[config.mk]
export PLATFORM = sky130hd
export DESIGN_NAME = jk_excitation_counter_flat
export DESIGN_NICKNAME = d
export VERILOG_FILES = /design/src/rtl/jkc_pkg.sv /design/src/rtl/jk_excitation_counter_if.sv /design/src/rtl/jk_cell.sv /design/src/rtl/jk_excitation_counter.sv /design/src/flat_wrapper.sv
export SDC_FILE = /design/constraint.sdc
export NUM_CORES = 1
export LEC_CHECK = 0
export CORE_UTILIZATION = 44
export DETAILED_ROUTE_END_ITERATION = 10
export PLACE_DENSITY = 0.78
export REMOVE_ABC_BUFFERS = 1
export SLEW_MARGIN = 30
export SYNTH_ARGS = -nofsm -noshare
export SYNTH_HDL_FRONTEND = slang
export SYNTH_HIERARCHICAL = 1
export SYNTH_SLANG_ARGS = --single-unit
[constraint.sdc]
create_clock -name CLK -period 2.8 [get_ports CLK]
set_clock_uncertainty 0.2 [all_clocks]
set_input_delay 0.42 -clock CLK [delete_from_list [all_inputs] [get_ports CLK]]
set_output_delay 0.42 -clock CLK [all_outputs]
set_load 0.01 [all_outputs]
[src/rtl/jkc_pkg.sv]
// rtl/jkc_pkg.sv - JK code constants and reverse-excitation function for the JK counter
//
// Contents:
//   JK_HOLD/JK_CLR/JK_SET/JK_TGL : 2-bit {J,K} drive codes (TGL is never generated)
//   jk_excite(q, q_next)         : {J,K} that moves a JK cell from q to q_next,
//                                  with every don't-care resolved to 0
package jkc_pkg;

    localparam logic [1:0] JK_HOLD = 2'b00;
    localparam logic [1:0] JK_CLR  = 2'b01;
    localparam logic [1:0] JK_SET  = 2'b10;
    localparam logic [1:0] JK_TGL  = 2'b11;

    // Resolving the don't-cares to 0 means a bit that stays put always
    // gets HOLD, so J and K are never high together.
    function automatic logic [1:0] jk_excite(input logic q, input logic q_next);
        logic [1:0] code;
        code = JK_HOLD;
        if (!q && q_next) begin
            code = JK_SET;
        end else if (q && !q_next) begin
            code = JK_CLR;
        end
        return code;
    endfunction

endpackage

[src/rtl/jk_excitation_counter_if.sv]
// rtl/jk_excitation_counter_if.sv - control/status bundle of the JK excitation counter
//
// Signals (W bits wide where noted):
//   EN, UP, LOAD, DIN[W]  : counter controls, driven by the master
//   MOD_MAX[W]            : wrap point, only with JKC_MODULO_EN defined
//   Q[W], J[W], K[W]      : count and the J/K drive for the coming edge
//   TC, CARRY             : terminal count (combinational), wrap pulse (registered)
// Modports: master (control side), slave (counter side).
interface jk_excitation_counter_if #(
    parameter int W = 8
);
    logic         EN;
    logic         UP;
    logic         LOAD;
    logic [W-1:0] DIN;
`ifdef JKC_MODULO_EN
    logic [W-1:0] MOD_MAX;
`endif
    logic [W-1:0] Q;
    logic [W-1:0] J;
    logic [W-1:0] K;
    logic         TC;
    logic         CARRY;

    modport master (
        output EN, UP, LOAD, DIN,
`ifdef JKC_MODULO_EN
        output MOD_MAX,
`endif
        input  Q, J, K, TC, CARRY
    );

    modport slave (
        input  EN, UP, LOAD, DIN,
`ifdef JKC_MODULO_EN
        input  MOD_MAX,
`endif
        output Q, J, K, TC, CARRY
    );

endinterface

[src/rtl/jk_cell.sv]
// rtl/jk_cell.sv - single JK flip-flop storage cell
//
// Ports:
//   CLK : rising-edge clock
//   RST : synchronous active-high clear
//   J,K : 00 hold, 01 clear, 10 set, 11 toggle
//   Q   : stored bit
module jk_cell
    import jkc_pkg::*;
(
    input  logic CLK,
    input  logic RST,
    input  logic J,
    input  logic K,
    output logic Q
);

    always_ff @(posedge CLK) begin
        if (RST) begin
            Q <= 1'b0;
        end else begin
            case ({J, K})
                JK_CLR:  Q <= 1'b0;
                JK_SET:  Q <= 1'b1;
                JK_TGL:  Q <= ~Q;
                default: Q <= Q;
            endcase
        end
    end

endmodule

[src/rtl/jk_excitation_counter.sv]
// rtl/jk_excitation_counter.sv - W-bit up/down counter stored in JK cells driven by reverse excitation
//
// Ports:
//   CLK, RST : rising-edge clock, synchronous active-high reset
//   bus      : jk_excitation_counter_if.slave (EN, UP, LOAD, DIN in; Q, J, K, TC, CARRY out)
// Parameter W (2..16) must match the interface width.
// Macro JKC_MODULO_EN: adds bus.MOD_MAX and uses it as the wrap point instead of 2^W-1.
module jk_excitation_counter
    import jkc_pkg::*;
#(
    parameter int W = 8
) (
    input logic                  CLK,
    input logic                  RST,
    jk_excitation_counter_if.slave bus
);

    logic [W-1:0] q;
    logic [W-1:0] top;
    logic [W-1:0] next_q;
    logic [W-1:0] j;
    logic [W-1:0] k;
    logic         tc;
    logic         carry;

`ifdef JKC_MODULO_EN
    assign top = bus.MOD_MAX;
`else
    assign top = '1;
`endif

    // Desired next count. RST is not decoded here: it clears the cells
    // directly and the excitation below is forced to hold.
    always_comb begin
        next_q = q;
        if (bus.LOAD) begin
            next_q = bus.DIN;
        end else if (bus.EN) begin
            if (bus.UP) begin
                // ">=" lets a loaded value above the modulus wrap to 0.
                next_q = (q >= top) ? '0 : q + 1'b1;
            end else begin
                next_q = (q == '0) ? top : q - 1'b1;
            end
        end
    end

    always_comb begin
        j = '0;
        k = '0;
        for (int i = 0; i < W; i++) begin
            {j[i], k[i]} = jk_excite(q[i], next_q[i]);
        end
        if (RST) begin
            j = '0;
            k = '0;
        end
    end

    for (genvar i = 0; i < W; i++) begin : g_cell
        jk_cell u_cell (
            .CLK (CLK),
            .RST (RST),
            .J   (j[i]),
            .K   (k[i]),
            .Q   (q[i])
        );
    end

    assign tc = bus.UP ? (q == top) : (q == '0);

    always_ff @(posedge CLK) begin
        if (RST) begin
            carry <= 1'b0;
        end else begin
            carry <= bus.EN && tc && !bus.LOAD;
        end
    end

    assign bus.Q     = q;
    assign bus.J     = j;
    assign bus.K     = k;
    assign bus.TC    = tc;
    assign bus.CARRY = carry;

endmodule

[src/flat_wrapper.sv]
// flat-port wrapper written by rule: the top's interface ports become plain ports
module jk_excitation_counter_flat import jkc_pkg::*;
#(
    parameter int W = 8
)
  (CLK, RST, bus_EN, bus_UP, bus_LOAD, bus_DIN, bus_Q, bus_J, bus_K, bus_TC, bus_CARRY);
  jk_excitation_counter_if #(.W(W)) bus_i ();
  input logic CLK;
  input logic RST;
  input wire logic [$bits(bus_i.EN)-1:0] bus_EN;
  input wire logic [$bits(bus_i.UP)-1:0] bus_UP;
  input wire logic [$bits(bus_i.LOAD)-1:0] bus_LOAD;
  input wire logic [$bits(bus_i.DIN)-1:0] bus_DIN;
  output wire logic [$bits(bus_i.Q)-1:0] bus_Q;
  output wire logic [$bits(bus_i.J)-1:0] bus_J;
  output wire logic [$bits(bus_i.K)-1:0] bus_K;
  output wire logic [$bits(bus_i.TC)-1:0] bus_TC;
  output wire logic [$bits(bus_i.CARRY)-1:0] bus_CARRY;
  assign bus_i.EN = bus_EN;
  assign bus_i.UP = bus_UP;
  assign bus_i.LOAD = bus_LOAD;
  assign bus_i.DIN = bus_DIN;
  assign bus_Q = bus_i.Q;
  assign bus_J = bus_i.J;
  assign bus_K = bus_i.K;
  assign bus_TC = bus_i.TC;
  assign bus_CARRY = bus_i.CARRY;
  jk_excitation_counter #(.W(W)) u_core (.CLK(CLK), .RST(RST), .bus(bus_i));
endmodule
## Word-level counts from Yosys, hierarchy flattened

Index checks and enable logic that the tools add are counted.

| operators by class | value |
|---|---|
| reduce and logical (&&, ||, !) cells | 44 |
| bitwise logic cells | 8 |
| multiplexer cells | 32 |
| magnitude comparators | 1 |
| equal/unequal tests | 25 |
| $add $sub $neg | 2 |

Operators by type and width:

| kind | count |
|---|---|
| $mux 8 | 7 |
| $eq 2x2->1 const B | 16 |
| $pmux 1 s3 | 8 |
| $reduce_bool 3->1 | 8 |
| $logic_and 1x1->1 | 18 |
| $logic_not 1->1 | 17 |
| $eq 2x1->1 const B | 8 |
| $mux 2 | 8 |
| $mux 1 | 9 |
| $add 8x1->8 const B | 1 |
| $eq 8x8->1 const B | 1 |
| $ge 8x8->1 const B | 1 |
| $logic_not 8->1 | 1 |
| $not 1->1 | 8 |
| $sub 8x1->8 const B | 1 |

| word-level totals | value |
|---|---|
| output and inout port bits | 26 |
| input port bits | 13 |
| flip-flop bits (word level) | 9 |
| word-level logic and storage cells | 121 |

## Logic depth before layout (Yosys ltp)

Gate-level depths: netlist (run 1).

| depth | value |
|---|---|
| depth in word-level cells | 12 |
| gate-level depth with buffers | 10 |
| mapped depth without buffers | 8 |

## By module

Netlist (run 1), hierarchy kept.

By module, submodules not included:

| module | cells an instance | times used | sequential area each (um2) | area an instance (um2) |
|---|---|---|---|---|
| jk_excitation_counter | 120 | 1 | 20.0 | 759.5 |
| jk_cell | 3 | 8 | 20.0 | 31.3 |

## Least setup slack after synthesis (run 1)

OpenSTA, ideal clock, no wires.

| timing path | value |
|---|---|
| path kind | reg-to-output |
| start point | register u_core.g_cell[1].u_cell.Q |
| end point | output bus_J[2] |
| path slack | 0.056 ns |
| arrival | 2.124 ns |
| cell stages (with the launch flop) | 9 |
| data required time | 2.180 ns |
| buffers on the path | 2 |
| cells stage by stage | dfxtp_1 > clkbuf_1 > inv_1 > ha_1 > or4b_1 > buf_2 > o21ai_1 > a32oi_1 > o41ai_1 |

| on the way | value |
|---|---|
| longest elaborated chain between the ends | 8 |
| elaborated cells between the ends (all ways) | 12 |
| those cells by class | add/sub: 2; order compare: 1; mux: 7; reduce/logical: 2 |

RTL lines:

| item | line | text |
|---|---|---|
| start: declaration | jk_cell.sv:15 | `output logic Q` |
| start signal: assignment | jk_cell.sv:25 | `JK_TGL: Q <= ~Q;` |
| $sub 8x1->8 (tied with other cells) | jk_excitation_counter.sv:43 | `next_q = (q == '0) ? top : q - 1'b1;` |
| $mux 8 (on tied branches) | jk_excitation_counter.sv:43, jk_excitation_counter.sv:41 |  |
| $mux 8 (*) | jk_excitation_counter.sv:39 | `if (bus.UP) begin` |
| $mux 8 (*) | jk_excitation_counter.sv:38 | `end else if (bus.EN) begin` |
| $mux 8 (*) | jk_excitation_counter.sv:36 | `if (bus.LOAD) begin` |
| $logic_and 1x1->1 (*) | jkc_pkg.sv:19 | `if (!q && q_next) begin` |
| $mux 2 (*) | jkc_pkg.sv:19 |  |
| $mux 8 (*) | jk_excitation_counter.sv:54 | `if (RST) begin` |
| end: declaration | flat_wrapper.sv:15 | `output wire logic [$bits(bus_i.J)-1:0] bus_J;` |

Every way passes the cells marked *; elsewhere a longest branch is shown, timed or not.

## Worst setup path after layout (run 1)

| timing path | value |
|---|---|
| start point | register u_core.g_cell[0].u_cell.Q |
| end point | output bus_J[6] |

| on the way | value |
|---|---|
| longest elaborated chain between the ends | 8 |
| elaborated cells between the ends (all ways) | 12 |
| those cells by class | add/sub: 2; order compare: 1; mux: 7; reduce/logical: 2 |

RTL lines:

| item | line |
|---|---|
| start: declaration | jk_cell.sv:15 |
| start signal: assignment | jk_cell.sv:25 |
| $sub 8x1->8 (tied with other cells) | jk_excitation_counter.sv:43 |
| $mux 8 (on tied branches) | jk_excitation_counter.sv:43, jk_excitation_counter.sv:41 |
| $mux 8 (*) | jk_excitation_counter.sv:39 |
| $mux 8 (*) | jk_excitation_counter.sv:38 |
| $mux 8 (*) | jk_excitation_counter.sv:36 |
| $logic_and 1x1->1 (*) | jkc_pkg.sv:19 |
| $mux 2 (*) | jkc_pkg.sv:19 |
| $mux 8 (*) | jk_excitation_counter.sv:54 |

Marks and branches as above.

==> impl_metrics.json, run 1 <==
{
  "status": "finished, violations left",
  "violations": "setup timing",
  "ant_nets": 0,
  "vias": 1567,
  "cts.clk_slew.worst_paths_ns": 0.08,
  "relSlewSlack_pct": 71.70,
  "initial_core_util_pct": 48.97,
  "clockBufferDepth": 2,
  "peakVddDrop_mv": 0.3316,
  "drc_errors": 0,
  "ys_types": 45,
  "wire_per_inst_um": 18.63,
  "synth_area_leaders": "dfxtp_1 18%, a211oi_1 6.7%, nor2_1 5.9%, clkbuf_1 4.1%, nand3_1 4.0%",
  "setup_ws_ns": -0.1642,
  "hold_buffers": 0,
  "syn_to_final_growth_pct": 76.95,
  "dpl-instance-area_sq_um": 1637,
  "clock_latency_ns": 0.27,
  "synthesis.area_sq_um": 1010,
  "htreeDepth": 1,
  "rsz0062_at_grt": "yes",
  "critPathLaunchType": "flip-flop",
  "synth_warnings": 6,
  "ys_ff_latch": 9,
  "core-area_sq_um": 2062,
  "setup_viol": 8,
  "ys_async_sr_fraction_pct": 0,
  "worst_hold_path_type": "reg2reg",
  "track_usage_pct": 37.44,
  "antenna_found_initial": 0,
  "grt_max_degree": 18,
  "instances_no_fill": 242,
  "fmax_mhz": 337.4,
  "yosysTopAreaCellShare_pct": 17.84,
  "drt_iter0_drc": 118,
  "cts_tree": "built",
  "tightest_slew_ns": 0.4244,
  "worst_ep_required_time_ns": 2.18,
  "drt-pass1-iter-count": 5,
  "powerDensity_nw_per_um2": 352.3,
  "dp_hpwl_um": 2773,
  "cp_slowest_cell": "or4b_4",
  "cts-root-buf": "clkbuf_4",
  "final_area_sq_um": 1787,
  "yosysSeqAreaShare_pct": 17.84,
  "synth_edf_count": 0,
  "crit_type": "reg2out",
  "critPathTopFamily": "compound AO/OA/AOI/OAI gates",
  "dp.cells": 231,
  "power_mw": 0.6294,
  "grt_pass1_wl_um": 6913,
  "synth.most_common_cell": "nor2_1",
  "cp.buffers_inverters": 3,
  "drv_slew": 0,
  "fp.dieH_um": 49.91,
  "finalSetupTns_ns": -0.5048,
  "final_hold_viol_count": 0,
  "p_leak_nw": 0.7835,
  "end_kind": "primary output",
  "reg2reg_slack_ns": 0.24,
  "crit_path_max_incr_delay_ns": 0.52,
  "die_area_sq_um": 2491,
  "cap_violations": 0,
  "portBuffers": 38,
  "drive_gt1_share_pct": 37.21,
  "clock-sinks": 9,
  "die_w_um": 49.91,
  "antenna_cells": 0,
  "worstPathCellList": "inv_2, ha_4, or4b_4, o21a_1, buf_4, a221o_1, a21oi_2, buf_2",
  "fin_nets": 232,
  "num_rows": 16,
  "syn_area_per_cell_sq_um": 7.012,
  "fillCellCount": 108,
  "synth_common_cells": "16 x nor2_1, 11 x clkbuf_1, 9 x a211oi_1, 9 x dfxtp_1",
  "cts_buffers": 3,
  "pin_count": 39,
  "totalWireLength_um": 4509,
  "grt_pass1_vias": 1455,
  "place.gp.congestion": 0.8874,
  "vias_per_cell": 6.475,
  "fin_util_pct": 86.65,
  "arrival_ns": 2.34,
  "grt_overflow": 0,
  "yosys.area.top_type": "dfxtp_1",
  "netlist_instances": 144,
  "fin_crit_sh_pct": 105.9,
  "synth_flop_cell": "dfxtp_1",
  "finalCriticalPeriod_ns": 2.964,
  "crit_fanout": 7
}
-- sequential cells by signal, indices dropped and copies added (netlist names) --
signal and count:
u_core/bus.CARRY 1, u_core/g_cell.u_cell/Q 8
-- power breakdown --
| group | switching [mW] | internal [mW] |
|---|---|---|
| sequential | 0.00781 | 0.139 |
| combinational | 0.193 | 0.175 |
| clock | 0.0596 | 0.0551 |
-- layer usage --
layer  share of wire (%)  global-route usage, %  vias up
met5                   0                      0        -
met4                 5.7                  16.19        0
met3                 9.0                  6.173       36
met2                  48                  68.24      128
met1                  38                  42.02      709
li1                    -                      -      694
-- kinds of logic after synthesis --
group,after synthesis,share of synthesized area [%]
mux,2,1.983
simple gates,60,31.72
xor+xnor,1,0.8676
compound gates,48,35.94
fa+ha+maj,3,3.718
flops,9,17.84
buf+inv,21,7.930
-- worst register-to-register path: stages (launching register included) --
cell and delay, ns:
dfxtp_2 0.33, inv_2 0.08, ha_4 0.14, or4b_4 0.52, o21ai_2 0.16, a32oi_2 0.14
o41ai_2 0.34, buf_4 0.18, buf_4 0.09, nor2_1 0.04, a211oi_1 0.23
-- repair_timing --
item | in CTS | in global routing
setup endpoints to repair | 17 | 16
pin swaps | 8 | 6
setup buffers | 6 | 1
gates resized for setup | 54 | 13
-- layout make-up --
| cell class | instances | area (sq um) | area share, % |
|---|---|---|---|
| Clock buffer | 4 | 26.28 | 1.471 |
| Inverter | 8 | 30.03 | 1.681 |
| Multi-Input combinational cell | 114 | 862.1 | 48.25 |
| Sequential cell | 9 | 182.7 | 10.22 |
| Tap cell | 27 | 33.78 | 1.891 |
| Timing Repair Buffer | 80 | 651.9 | 36.48 |
-- layout by cell type (no fill, tap or decap), types with 2 or more instances in the layout --
cell	n
nand4b_1	2
a32o_2	2
dfxtp_1	7
nor2_1	16
inv_2	2
dfxtp_2	2
dlygate4sd2_1	8
o21ai_1	2
mux2i_1	2
nand3_1	8
buf_4	42
a211oi_1	8
clkbuf_2	2
a21oi_1	3
o22ai_1	2
nor2b_1	3
inv_1	6
nor3_1	2
ha_1	2
o21a_1	4
o31ai_1	4
buf_2	5
o41ai_2	2
clkbuf_4	3
nand2_1	6
and3_1	2
clkdlybuf4s50_1	21
o211ai_1	3
nand4_1	3
nand2b_1	2
nor3_2	5
and4_1	2
-- final timing paths --
path,cells past startpoint,end,from
setup / recovery,8,bus_J[6],u_core/g_cell[0].u_cell/Q
hold / removal,2,u_core/g_cell[7].u_cell/Q,u_core/g_cell[7].u_cell/Q
setup reg to reg,10,u_core/g_cell[2].u_cell/Q,u_core/g_cell[0].u_cell/Q
hold reg to reg,2,u_core/g_cell[7].u_cell/Q,u_core/g_cell[7].u_cell/Q
-- metrics by stage --
stage	hold slack [ns]	worst slack, ns
after floorplan	0.2985	0.1319
after global placement	0.3752	-0.1907
after global routing	0.4551	-0.2497
after CTS	0.4165	-0.1035
after detailed placement	0.3971	-0.2853
final	0.4166	-0.1642
Power figures use the tool's default switching activity.
==> run 2, diff against run 1 <==
Settings changed: CORE_ASPECT_RATIO from default to 0.8, CTS_CLUSTER_DIAMETER from default to 50.
==> run 2 against run 1 <==
Effect of this change:
- the flow still finishes with violations (setup timing)
- sequential share of layout area barely moved
- die area barely moved
- via count fell by 2.2%
- sequential power barely moved
- critical endpoint unchanged
- largest cell class unchanged
- largest power group unchanged
==> impl_metrics.json, run 2 (synthesized netlist as in run 1, its figures left out) <==
{
  "totalWireLength_um": 4222,
  "regMostFlops": "u_core/g_cell.u_cell/Q",
  "final_hold_viol_count": 0,
  "crit_fanout": 4,
  "antenna_found_initial": 0,
  "cts-root-buf": "clkbuf_4",
  "power.internal_mw": 0.3695,
  "whs_ns": 0.4227,
  "peakVddDrop_mv": 0.3400,
  "setup_viol": 6,
  "p_leak_nw": 0.7846,
  "switching_power_mw": 0.2547,
  "clkPwrFrac_pct": 17.7,
  "crit_type": "reg2out",
  "finalSetupTns_ns": -0.2818,
  "drv_slew": 0,
  "crit_path_max_incr_delay_ns": 0.51,
  "clock_latency_ns": 0.27,
  "pwr-share-comb_pct": 58.9,
  "drt-pass1-iter-count": 4,
  "die_w_um": 55.56,
  "cp.buffers_inverters": 3,
  "p_seq_share_pct": 23.5,
  "portBuffers": 38,
  "fin_nets": 233,
  "worst_ep_required_time_ns": 2.18,
  "cp_slowest_cell": "or4b_4",
  "violations": "setup timing",
  "fmax_mhz": 346.3,
  "final_common_cell": "buf_4",
  "worstPathCellList": "inv_2, ha_4, or4b_4, o21a_1, buf_4, a221o_1, a21oi_2, buf_2",
  "num_rows": 15,
  "dpl-instance-area_sq_um": 1649,
  "worst_hold_path_type": "reg2reg",
  "wire_per_inst_um": 17.52,
  "relSlewSlack_pct": 66.95,
  "clockBufferDepth": 2,
  "fp.dieH_um": 44.85,
  "initial_core_util_pct": 46.78,
  "final_area_sq_um": 1795,
  "tightest_slew_ns": 0.4957,
  "drc_errors": 0,
  "cts_tree": "built",
  "grt_pass1_wl_um": 6417,
  "place.gp.congestion": 0.8916,
  "htreeDepth": 1,
  "critPathLaunchType": "flip-flop",
  "drt_iter0_drc": 91,
  "powerDensity_nw_per_um2": 347.6,
  "fin_util_pct": 83.19,
  "antenna_cells": 0,
  "syn_to_final_growth_pct": 77.82,
  "arrival_ns": 2.27,
  "grt_pass1_vias": 1371,
  "fin_crit_sh_pct": 103.1,
  "vias_per_cell": 6.357,
  "cts_buffers": 3,
  "grt_overflow": 0,
  "finalCriticalPeriod_ns": 2.888,
  "drive_gt1_share_pct": 36.11,
  "vias": 1532,
  "track_usage_pct": 33.17,
  "largest_reg_flops": 8,
  "die_area_sq_um": 2492,
  "clock-sinks": 9,
  "ant_nets": 0,
  "mostFrequentLayoutCells": "41 x buf_4, 21 x clkdlybuf4s50_1, 16 x nor2_1",
  "dp_hpwl_um": 2830,
  "core-area_sq_um": 2158,
  "cts.clk_slew.worst_paths_ns": 0.07,
  "status": "finished, violations left",
  "end_kind": "primary output",
  "cap_violations": 0,
  "rsz0062_at_grt": "yes",
  "critPathTopFamily": "compound AO/OA/AOI/OAI gates",
  "switching_share_pct": 40.81,
  "setup_ws_ns": -0.08753,
  "pin_count": 39,
  "grt_max_degree": 18
}
[run 2: layer usage]
layer	global-route usage [%]	vias up	share of wire (%)
li1	-	695	-
met1	38.54	699	39
met2	59.28	110	48
met3	7.736	28	9.4
met4	16.00	0	4.1
met5	0	-	0
[run 2: worst paths after layout]
check | slack [ns] | startpoint | to | cells past startpoint
worst max-delay path | -0.09 | u_core/g_cell[0].u_cell/Q | bus_J[6] | 8
worst min-delay path | 0.42 | u_core/g_cell[7].u_cell/Q | u_core/g_cell[7].u_cell/Q | 2
worst max register to register | 0.25 | u_core/g_cell[0].u_cell/Q | u_core/g_cell[6].u_cell/Q | 10
worst min register to register | 0.42 | u_core/g_cell[7].u_cell/Q | u_core/g_cell[7].u_cell/Q | 2
[run 2: cell type report]
cell class                 instances  area, sq um
inverter                           8        30.03
multi-input combinational        114        862.1
timing repair buffer              81        663.1
clock buffer                       4        26.28
fill                             137        362.8
sequential                         9        182.7
tap                               25        31.28
[run 2: tightest hold or removal path, cell delays in order (launching register included)]
cell and delay (ns):
dfxtp_1 0.34, buf_4 0.16, a211oi_1 0.07
[run 2: power groups by stage]
| stage | logic [mW] | clock network [mW] | registers [mW] |
|---|---|---|---|
| 6_report | 0.367 | 0.110 | 0.146 |
| 5_1_grt | 0.392 | 0.117 | 0.147 |
| 4_1_cts | 0.345 | 0.115 | 0.146 |
| 2_1_floorplan | 0.123 | 0 | 0.170 |
| 3_5_place_dp | 0.309 | 0 | 0.148 |
| 3_3_place_gp | 0.297 | 0 | 0.147 |
[run 2: what timing repair did]
action,in CTS,in global routing
setup buffers,5,1
hold buffers,0,0
pin swaps,9,5
resized for setup,55,14
endpoints found under the setup margin,17,14
[run 2: through the flow]
stage                     power, mW  setup slack (ns)  instances
final                        0.6242          -0.08753        241
after global routing         0.6559           -0.1623        241
after CTS                    0.6053           -0.1044        240
after detailed placement     0.4560           -0.2642        231
after global placement       0.4443           -0.1784        231
after floorplan              0.2935            0.1319        131
==> run 3, diff against run 2 <==
Settings changed: SLEW_MARGIN 30 to 5.
==> results of run 3 <==
Same layout as run 2: the final DEF is identical, and so are final timing and power.
